**config.mk**
```make
export PLATFORM = sky130hd
export DESIGN_NAME = new_usb_ohci_roothub
export DESIGN_NICKNAME = d
export VERILOG_FILES = /design/src/rtl/new_usb_ohci_roothub.sv
export SDC_FILE = /design/constraint.sdc
export NUM_CORES = 1
export LEC_CHECK = 0
export BUFFER_PORTS_ARGS = -buffer_cell sky130_fd_sc_hd__buf_2
export CAP_MARGIN = 15
export CELL_PAD_IN_SITES_DETAIL_PLACEMENT = 1
export CELL_PAD_IN_SITES_GLOBAL_PLACEMENT = 1
export CORE_MARGIN = 8
export CORE_UTILIZATION = 43
export CTS_BUF_LIST = sky130_fd_sc_hd__clkbuf_16
export CTS_CLUSTER_DIAMETER = 200
export DETAILED_ROUTE_END_ITERATION = 8
export PLACE_DENSITY_LB_ADDON = 0.1
export SLEW_MARGIN = 20
export SYNTH_ARGS = -nofsm -noshare
export SYNTH_HDL_FRONTEND = slang
export SYNTH_SLANG_ARGS = --single-unit
```
**constraint.sdc**
```tcl
create_clock -name clk_i -period 2.7 [get_ports clk_i]
set_clock_uncertainty 0.1 [all_clocks]
set_input_delay 0.135 -clock clk_i [delete_from_list [all_inputs] [get_ports clk_i]]
set_output_delay 0.135 -clock clk_i [all_outputs]
set_load 0.005 [all_outputs]
```
**src/rtl/new_usb_ohci_roothub.sv**
```systemverilog
// new_usb_ohci_roothub
//   Root-hub downstream port controller: one state machine per port handling
//   connect/disconnect debounce, timed SE0 port reset, enable/suspend/resume,
//   and HcRhPortStatus-style status and sticky change bits.
// Ports:
//   clk_i, rst_i        clock, synchronous active-high reset
//   line_state_i        per-port {dp,dm}, synchronised; 00 SE0, 10 FS J, 01 LS J
//   cmd_valid_i/port/op command strobe, target port, opcode (always accepted)
//   cmd_clr_mask_i      ClearChange W1C mask {PRSC,PSSC,PESC,CSC}
//   ccs/pes/pss/prs/lsda_o  current status per port
//   csc/pesc/pssc/prsc_o    sticky change bits per port
//   drive_se0_o/drive_k_o   PHY reset / resume signalling requests
//   rhsc_o              OR of all change bits
module new_usb_ohci_roothub #(
  parameter int unsigned NumPorts       = 2,
  parameter int unsigned DebounceCycles = 100,
  parameter int unsigned ResetCycles    = 600,
  parameter int unsigned ResumeCycles   = 400,
  parameter int unsigned CntWidth       = $clog2(
    ((DebounceCycles > ResetCycles)
      ? ((DebounceCycles > ResumeCycles) ? DebounceCycles : ResumeCycles)
      : ((ResetCycles > ResumeCycles) ? ResetCycles : ResumeCycles)) + 1)
) (
  input  logic                  clk_i,
  input  logic                  rst_i,
  input  logic [2*NumPorts-1:0] line_state_i,
  input  logic                  cmd_valid_i,
  input  logic [3:0]            cmd_port_i,
  input  logic [2:0]            cmd_op_i,
  input  logic [3:0]            cmd_clr_mask_i,
  output logic [NumPorts-1:0]   ccs_o,
  output logic [NumPorts-1:0]   pes_o,
  output logic [NumPorts-1:0]   pss_o,
  output logic [NumPorts-1:0]   prs_o,
  output logic [NumPorts-1:0]   lsda_o,
  output logic [NumPorts-1:0]   csc_o,
  output logic [NumPorts-1:0]   pesc_o,
  output logic [NumPorts-1:0]   pssc_o,
  output logic [NumPorts-1:0]   prsc_o,
  output logic [NumPorts-1:0]   drive_se0_o,
  output logic [NumPorts-1:0]   drive_k_o,
  output logic                  rhsc_o
);

  typedef enum logic [2:0] {
    ST_DISCONNECTED,
    ST_DEBOUNCE,
    ST_DISABLED,
    ST_RESETTING,
    ST_ENABLED,
    ST_SUSPENDED,
    ST_RESUMING
  } port_state_e;

  typedef enum logic [2:0] {
    OP_NOP          = 3'd0,
    OP_SET_RESET    = 3'd1,
    OP_SET_ENABLE   = 3'd2,
    OP_CLR_ENABLE   = 3'd3,
    OP_SET_SUSPEND  = 3'd4,
    OP_CLR_SUSPEND  = 3'd5,
    OP_CLR_CHANGE   = 3'd6
  } cmd_op_e;

  localparam logic [CntWidth-1:0] DebLast = CntWidth'(DebounceCycles - 1);
  localparam logic [CntWidth-1:0] RstLast = CntWidth'(ResetCycles - 1);
  localparam logic [CntWidth-1:0] ResLast = CntWidth'(ResumeCycles - 1);

  port_state_e         state_q [NumPorts];
  port_state_e         state_d [NumPorts];
  logic [CntWidth-1:0] cnt_q   [NumPorts];
  logic [CntWidth-1:0] cnt_d   [NumPorts];

  logic [NumPorts-1:0] ccs_q, ccs_d, pes_q, pes_d, pss_q, pss_d, prs_q, prs_d;
  logic [NumPorts-1:0] lsda_q, lsda_d;
  logic [NumPorts-1:0] csc_q, csc_d, pesc_q, pesc_d, pssc_q, pssc_d, prsc_q, prsc_d;
  logic [NumPorts-1:0] se0drv_q, se0drv_d, kdrv_q, kdrv_d;
  logic                rhsc_q, rhsc_d;

  always_comb begin
    logic [1:0] ls;
    logic       se0;
    logic       hit;
    logic       disc;
    logic [3:0] clr;   // {PRSC,PSSC,PESC,CSC}
    logic [3:0] set;   // {PRSC,PSSC,PESC,CSC}
    ccs_d    = ccs_q;
    pes_d    = pes_q;
    pss_d    = pss_q;
    prs_d    = prs_q;
    lsda_d   = lsda_q;
    csc_d    = csc_q;
    pesc_d   = pesc_q;
    pssc_d   = pssc_q;
    prsc_d   = prsc_q;
    se0drv_d = se0drv_q;
    kdrv_d   = kdrv_q;
    ls       = '0;
    se0      = 1'b0;
    hit      = 1'b0;
    disc     = 1'b0;
    clr      = '0;
    set      = '0;
    for (int unsigned p = 0; p < NumPorts; p++) begin
      state_d[p] = state_q[p];
      cnt_d[p]   = cnt_q[p];
      ls         = line_state_i[2*p +: 2];
      se0        = (ls == 2'b00);
      hit        = cmd_valid_i && (cmd_port_i == 4'(p));
      disc       = 1'b0;
      clr        = '0;
      set        = '0;

      // Line-driven behaviour first; commands below may override it.
      unique case (state_q[p])
        ST_DISCONNECTED: begin
          if (!se0) begin
            state_d[p] = ST_DEBOUNCE;
            cnt_d[p]   = '0;
          end
        end
        ST_DEBOUNCE: begin
          if (se0) begin
            state_d[p] = ST_DISCONNECTED;
            cnt_d[p]   = '0;
          end else if (cnt_q[p] == DebLast) begin
            state_d[p] = ST_DISABLED;
            cnt_d[p]   = '0;
            ccs_d[p]   = 1'b1;
            lsda_d[p]  = (ls == 2'b01);
            set[0]     = 1'b1;
          end else begin
            cnt_d[p] = cnt_q[p] + 1'b1;
          end
        end
        ST_DISABLED, ST_ENABLED, ST_SUSPENDED: begin
          if (!se0) begin
            cnt_d[p] = '0;
          end else if (cnt_q[p] == DebLast) begin
            disc       = 1'b1;
            state_d[p] = ST_DISCONNECTED;
            cnt_d[p]   = '0;
            ccs_d[p]   = 1'b0;
            pes_d[p]   = 1'b0;
            pss_d[p]   = 1'b0;
            lsda_d[p]  = 1'b0;
            set[0]     = 1'b1;
            set[1]     = pes_q[p];
          end else begin
            cnt_d[p] = cnt_q[p] + 1'b1;
          end
        end
        ST_RESETTING: begin
          if (cnt_q[p] == RstLast) begin
            state_d[p]  = ST_ENABLED;
            cnt_d[p]    = '0;
            prs_d[p]    = 1'b0;
            pes_d[p]    = 1'b1;
            se0drv_d[p] = 1'b0;
            set[3]      = 1'b1;
          end else begin
            cnt_d[p] = cnt_q[p] + 1'b1;
          end
        end
        ST_RESUMING: begin
          if (cnt_q[p] == ResLast) begin
            state_d[p] = ST_ENABLED;
            cnt_d[p]   = '0;
            pss_d[p]   = 1'b0;
            kdrv_d[p]  = 1'b0;
            set[2]     = 1'b1;
          end else begin
            cnt_d[p] = cnt_q[p] + 1'b1;
          end
        end
        default: begin
          state_d[p] = ST_DISCONNECTED;
          cnt_d[p]   = '0;
        end
      endcase

      // A disconnect completing this cycle drops any command to the port.
      if (hit && !disc) begin
        unique case (cmd_op_i)
          OP_SET_RESET: begin
            if (!ccs_q[p]) begin
              set[0] = 1'b1;
            end else if (state_q[p] inside {ST_DISABLED, ST_ENABLED, ST_SUSPENDED}) begin
              state_d[p]  = ST_RESETTING;
              cnt_d[p]    = '0;
              prs_d[p]    = 1'b1;
              pss_d[p]    = 1'b0;
              se0drv_d[p] = 1'b1;
            end
          end
          OP_SET_ENABLE: begin
            if (!ccs_q[p]) begin
              set[0] = 1'b1;
            end else if (state_q[p] == ST_DISABLED) begin
              state_d[p] = ST_ENABLED;
              cnt_d[p]   = '0;
              pes_d[p]   = 1'b1;
            end
          end
          OP_CLR_ENABLE: begin
            if (state_q[p] inside {ST_ENABLED, ST_SUSPENDED}) begin
              state_d[p] = ST_DISABLED;
              cnt_d[p]   = '0;
              pes_d[p]   = 1'b0;
              pss_d[p]   = 1'b0;
            end
          end
          OP_SET_SUSPEND: begin
            if (state_q[p] == ST_ENABLED) begin
              state_d[p] = ST_SUSPENDED;
              cnt_d[p]   = '0;
              pss_d[p]   = 1'b1;
            end
          end
          OP_CLR_SUSPEND: begin
            if (state_q[p] == ST_SUSPENDED) begin
              state_d[p] = ST_RESUMING;
              cnt_d[p]   = '0;
              kdrv_d[p]  = 1'b1;
            end
          end
          OP_CLR_CHANGE: clr = cmd_clr_mask_i;
          default: ;
        endcase
      end

      // Hardware set wins over a simultaneous software clear.
      csc_d[p]  = (csc_q[p]  & ~clr[0]) | set[0];
      pesc_d[p] = (pesc_q[p] & ~clr[1]) | set[1];
      pssc_d[p] = (pssc_q[p] & ~clr[2]) | set[2];
      prsc_d[p] = (prsc_q[p] & ~clr[3]) | set[3];
    end
    rhsc_d = |{csc_d, pesc_d, pssc_d, prsc_d};
  end

  always_ff @(posedge clk_i) begin
    if (rst_i) begin
      for (int unsigned p = 0; p < NumPorts; p++) begin
        state_q[p] <= ST_DISCONNECTED;
        cnt_q[p]   <= '0;
      end
      ccs_q    <= '0;
      pes_q    <= '0;
      pss_q    <= '0;
      prs_q    <= '0;
      lsda_q   <= '0;
      csc_q    <= '0;
      pesc_q   <= '0;
      pssc_q   <= '0;
      prsc_q   <= '0;
      se0drv_q <= '0;
      kdrv_q   <= '0;
      rhsc_q   <= 1'b0;
    end else begin
      for (int unsigned p = 0; p < NumPorts; p++) begin
        state_q[p] <= state_d[p];
        cnt_q[p]   <= cnt_d[p];
      end
      ccs_q    <= ccs_d;
      pes_q    <= pes_d;
      pss_q    <= pss_d;
      prs_q    <= prs_d;
      lsda_q   <= lsda_d;
      csc_q    <= csc_d;
      pesc_q   <= pesc_d;
      pssc_q   <= pssc_d;
      prsc_q   <= prsc_d;
      se0drv_q <= se0drv_d;
      kdrv_q   <= kdrv_d;
      rhsc_q   <= rhsc_d;
    end
  end

  assign ccs_o       = ccs_q;
  assign pes_o       = pes_q;
  assign pss_o       = pss_q;
  assign prs_o       = prs_q;
  assign lsda_o      = lsda_q;
  assign csc_o       = csc_q;
  assign pesc_o      = pesc_q;
  assign pssc_o      = pssc_q;
  assign prsc_o      = prsc_q;
  assign drive_se0_o = se0drv_q;
  assign drive_k_o   = kdrv_q;
  assign rhsc_o      = rhsc_q;

endmodule

```
==> metrics <==
Die Ht 106 um; first-pass GRT wire length 19.0 mm; FF-to-FF Start state_q[0][4]; Reg clk slew, reported paths 0.07 ns; final hold vios 0; top-count cell post-synth nand2_1; n_diodes 0; post-synth net total 469; Routed Antenna Nets 0; vias after detailed routing 3709; # clock sinks 49; CP Max Fanout 12; layout cells sized above 1 18.4%; register area share after synthesis 28.5%; met2 Usage GRT 35.3%; initial antenna violation count 0; grt met1 use 25.3%; worst r2r path cells 5; synth top area cells dfxtp_1 28%, nand2_1 5.9%, a21oi_1 5.5%; fin nets 509; synthesized instance count 448; Setup Total Neg Slack 0 ns; M3 GR Usage 3.78%; largest net degree at the start of global routing 32; Post-synth top flop dfxtp_1; maximum buffer depth of the clock tree 2; Post-synth EDFFs 0; Cell Pwr Density 414 nW/um2; ys async rst share 0%; top cells by count, synth 54 x nand2_1, 49 x dfxtp_1, 38 x a21oi_1, 35 x nor2_1, 28 x nand3_1; Final GP Congestion 0.883; gr ovfl total 0; post-CTS sizing 0; RSZ-0062 raised after global routing no; non-filler instance count after layout 591; Pleak 1.44 nW; synth warn 0; capturing point of the worst reg2reg path cnt_q[0][19]; startpoint type of the worst setup path flop; Max VDD drop 213 uV; Crit. End Element flop; Core Rows 32; initial drt markers 205; Critical Path RT 2.82 ns; cell taking the most area after synthesis dfxtp_1; worst setup path end cnt_q[0][19]; outcome finished, final reports clean; DRC 0; Worst Hold Class input port to flop; mapped cell area 3450 um2; Initial Util 44.4%; WL final 11.4 mm; Fmax 0.388 GHz; Num CTS Buffers 5; Synth Area per Inst 7.69 um2; fin crit share 95.4%; CTS tree built; Slew Limit Fails 0; Vias/cell 6.28; IO Pins 41; max-cap violations 0; 1st-pass router iterations 4; placed cell count 581; Worst-Skew Late Latency 0.29 ns; Reg2Reg Setup Slack 0.12 ns; busiest grt layer met2; core box area 7770 um2; final setup violation count 0; FF+latch count, synth 49; WP data arrival 2.70 ns; die area 11100 um2; critical path class flop to flop; Die W 106 um; vias in the first global route 3785; routed len/inst 19.4 um; DP HPWL 8.62 mm; Max-slew headroom 53.0%; IO Port Bufs 40; post-synth cell types 73; Fill cells 982; H-tree depth 2; CP startpoint state_q[0][4]; Total GRT Usage 20.3%; Area Growth Syn to Fin 14.7%; CTS root buf clkbuf_16; worst slew pin tran 0.703 ns; share of the synthesized area in the top cell type 28.5%; Tmin final 2.58 ns
cell families after synthesis:
| family | count (synthesis) | share of synthesized area [%] |
|---|---|---|
| and+or+nand+nor | 207 | 32.9 |
| AOI/OAI and AO/OA | 147 | 31.1 |
| DFF | 49 | 28.5 |
| buffers and inverters | 38 | 5.41 |
| xor gates and xnor gates | 3 | 0.762 |
| adders and majority gates | 3 | 1.09 |
| muxes | 1 | 0.290 |
critical path, stage by stage, from the launching register on:
cell       delay (ns)
dfxtp_1          0.55
nor3b_1          0.52
a2bb2oi_1        0.26
o21ai_2          0.42
or3b_2           0.48
a31oi_1          0.17
placed cells by master, fill, tap and decap left out, types with 6 or more instances in the layout:
| cell type | instances |
|---|---|
| a311oi_1 | 18 |
| nor4_1 | 6 |
| dfxtp_1 | 49 |
| a211oi_1 | 7 |
| and3_1 | 12 |
| nand2_1 | 54 |
| nor2b_1 | 12 |
| nand2b_1 | 10 |
| nor3_1 | 11 |
| o21ai_0 | 26 |
| a22oi_1 | 7 |
| buf_4 | 19 |
| nor2_1 | 35 |
| buf_2 | 40 |
| a31oi_1 | 7 |
| nand4_1 | 7 |
| a21oi_1 | 38 |
| inv_1 | 12 |
| nand3_1 | 28 |
worst min path at each step:
stage / slack (ns) / start / to / cells after the start
final: 0.07 / line_state_i[2] / lsda_o[1] / 3
after global routing: 0.12 / line_state_i[2] / lsda_o[1] / 3
after CTS: 0.07 / line_state_i[2] / lsda_o[1] / 3
after detailed placement: 0.35 / drive_se0_o[0] / drive_se0_o[0] / 2
after global placement: 0.34 / drive_k_o[1] / drive_k_o[1] / 2
after floorplan: 0.20 / line_state_i[2] / lsda_o[1] / 2
layer usage:
layer	up-vias	wire, um
met1	1823	5150
met5	-	0
met4	0	163
met3	15	547
met2	88	5590
li1	1783	-
stage by stage:
stage | hold slack, ns | area, um2 | setup WS, ns | total power [mW] | util, %
4_1_cts | 0.0680 | 3940 | 0.0826 | 1.64 | 50.7
2_1_floorplan | 0.201 | 3450 | 0.427 | 0.871 | -
6_report | 0.0734 | 3960 | 0.123 | 1.64 | 50.9
3_3_place_gp | 0.338 | 3780 | 0.216 | 0.926 | 48.6
5_1_grt | 0.118 | 3960 | 0.0155 | 1.69 | 50.9
3_5_place_dp | 0.354 | 3780 | 0.123 | 0.931 | 48.6
cell type report:
class / count / area (um2) / share of cell area [%]
Timing Repair Buffer: 60 / 363 / 9.17
Inverter: 11 / 41.3 / 1.04
Clock buffer: 5 / 125 / 3.16
Tap cell: 102 / 128 / 3.23
Multi-Input combinational cell: 361 / 2280 / 57.6
Sequential cell: 49 / 981 / 24.8
Clock inverter: 3 / 37.5 / 0.949
state kept, by name (all words and copies together) (netlist names):
name         flops
ccs_o            2
cnt_q           20
csc_o            2
drive_k_o        2
drive_se0_o      2
lsda_o           2
pes_o            2
pesc_o           2
prs_o            2
prsc_o           2
pss_o            2
pssc_o           2
rhsc_o           1
state_q          6
power by group:
| part | switching [mW] | total, mW | internal, mW |
|---|---|---|---|
| Combinational | 0.114 | 0.174 | 0.0600 |
| Sequential | 0.0131 | 0.742 | 0.729 |
| Clock | 0.289 | 0.720 | 0.432 |
what timing repair did:
item,4_1_cts,5_1_grt
hold buffers,0,0
buffers inserted,0,2
endpoints found under the setup margin,0,12
Note: power is estimated with default switching activity, not from simulation.
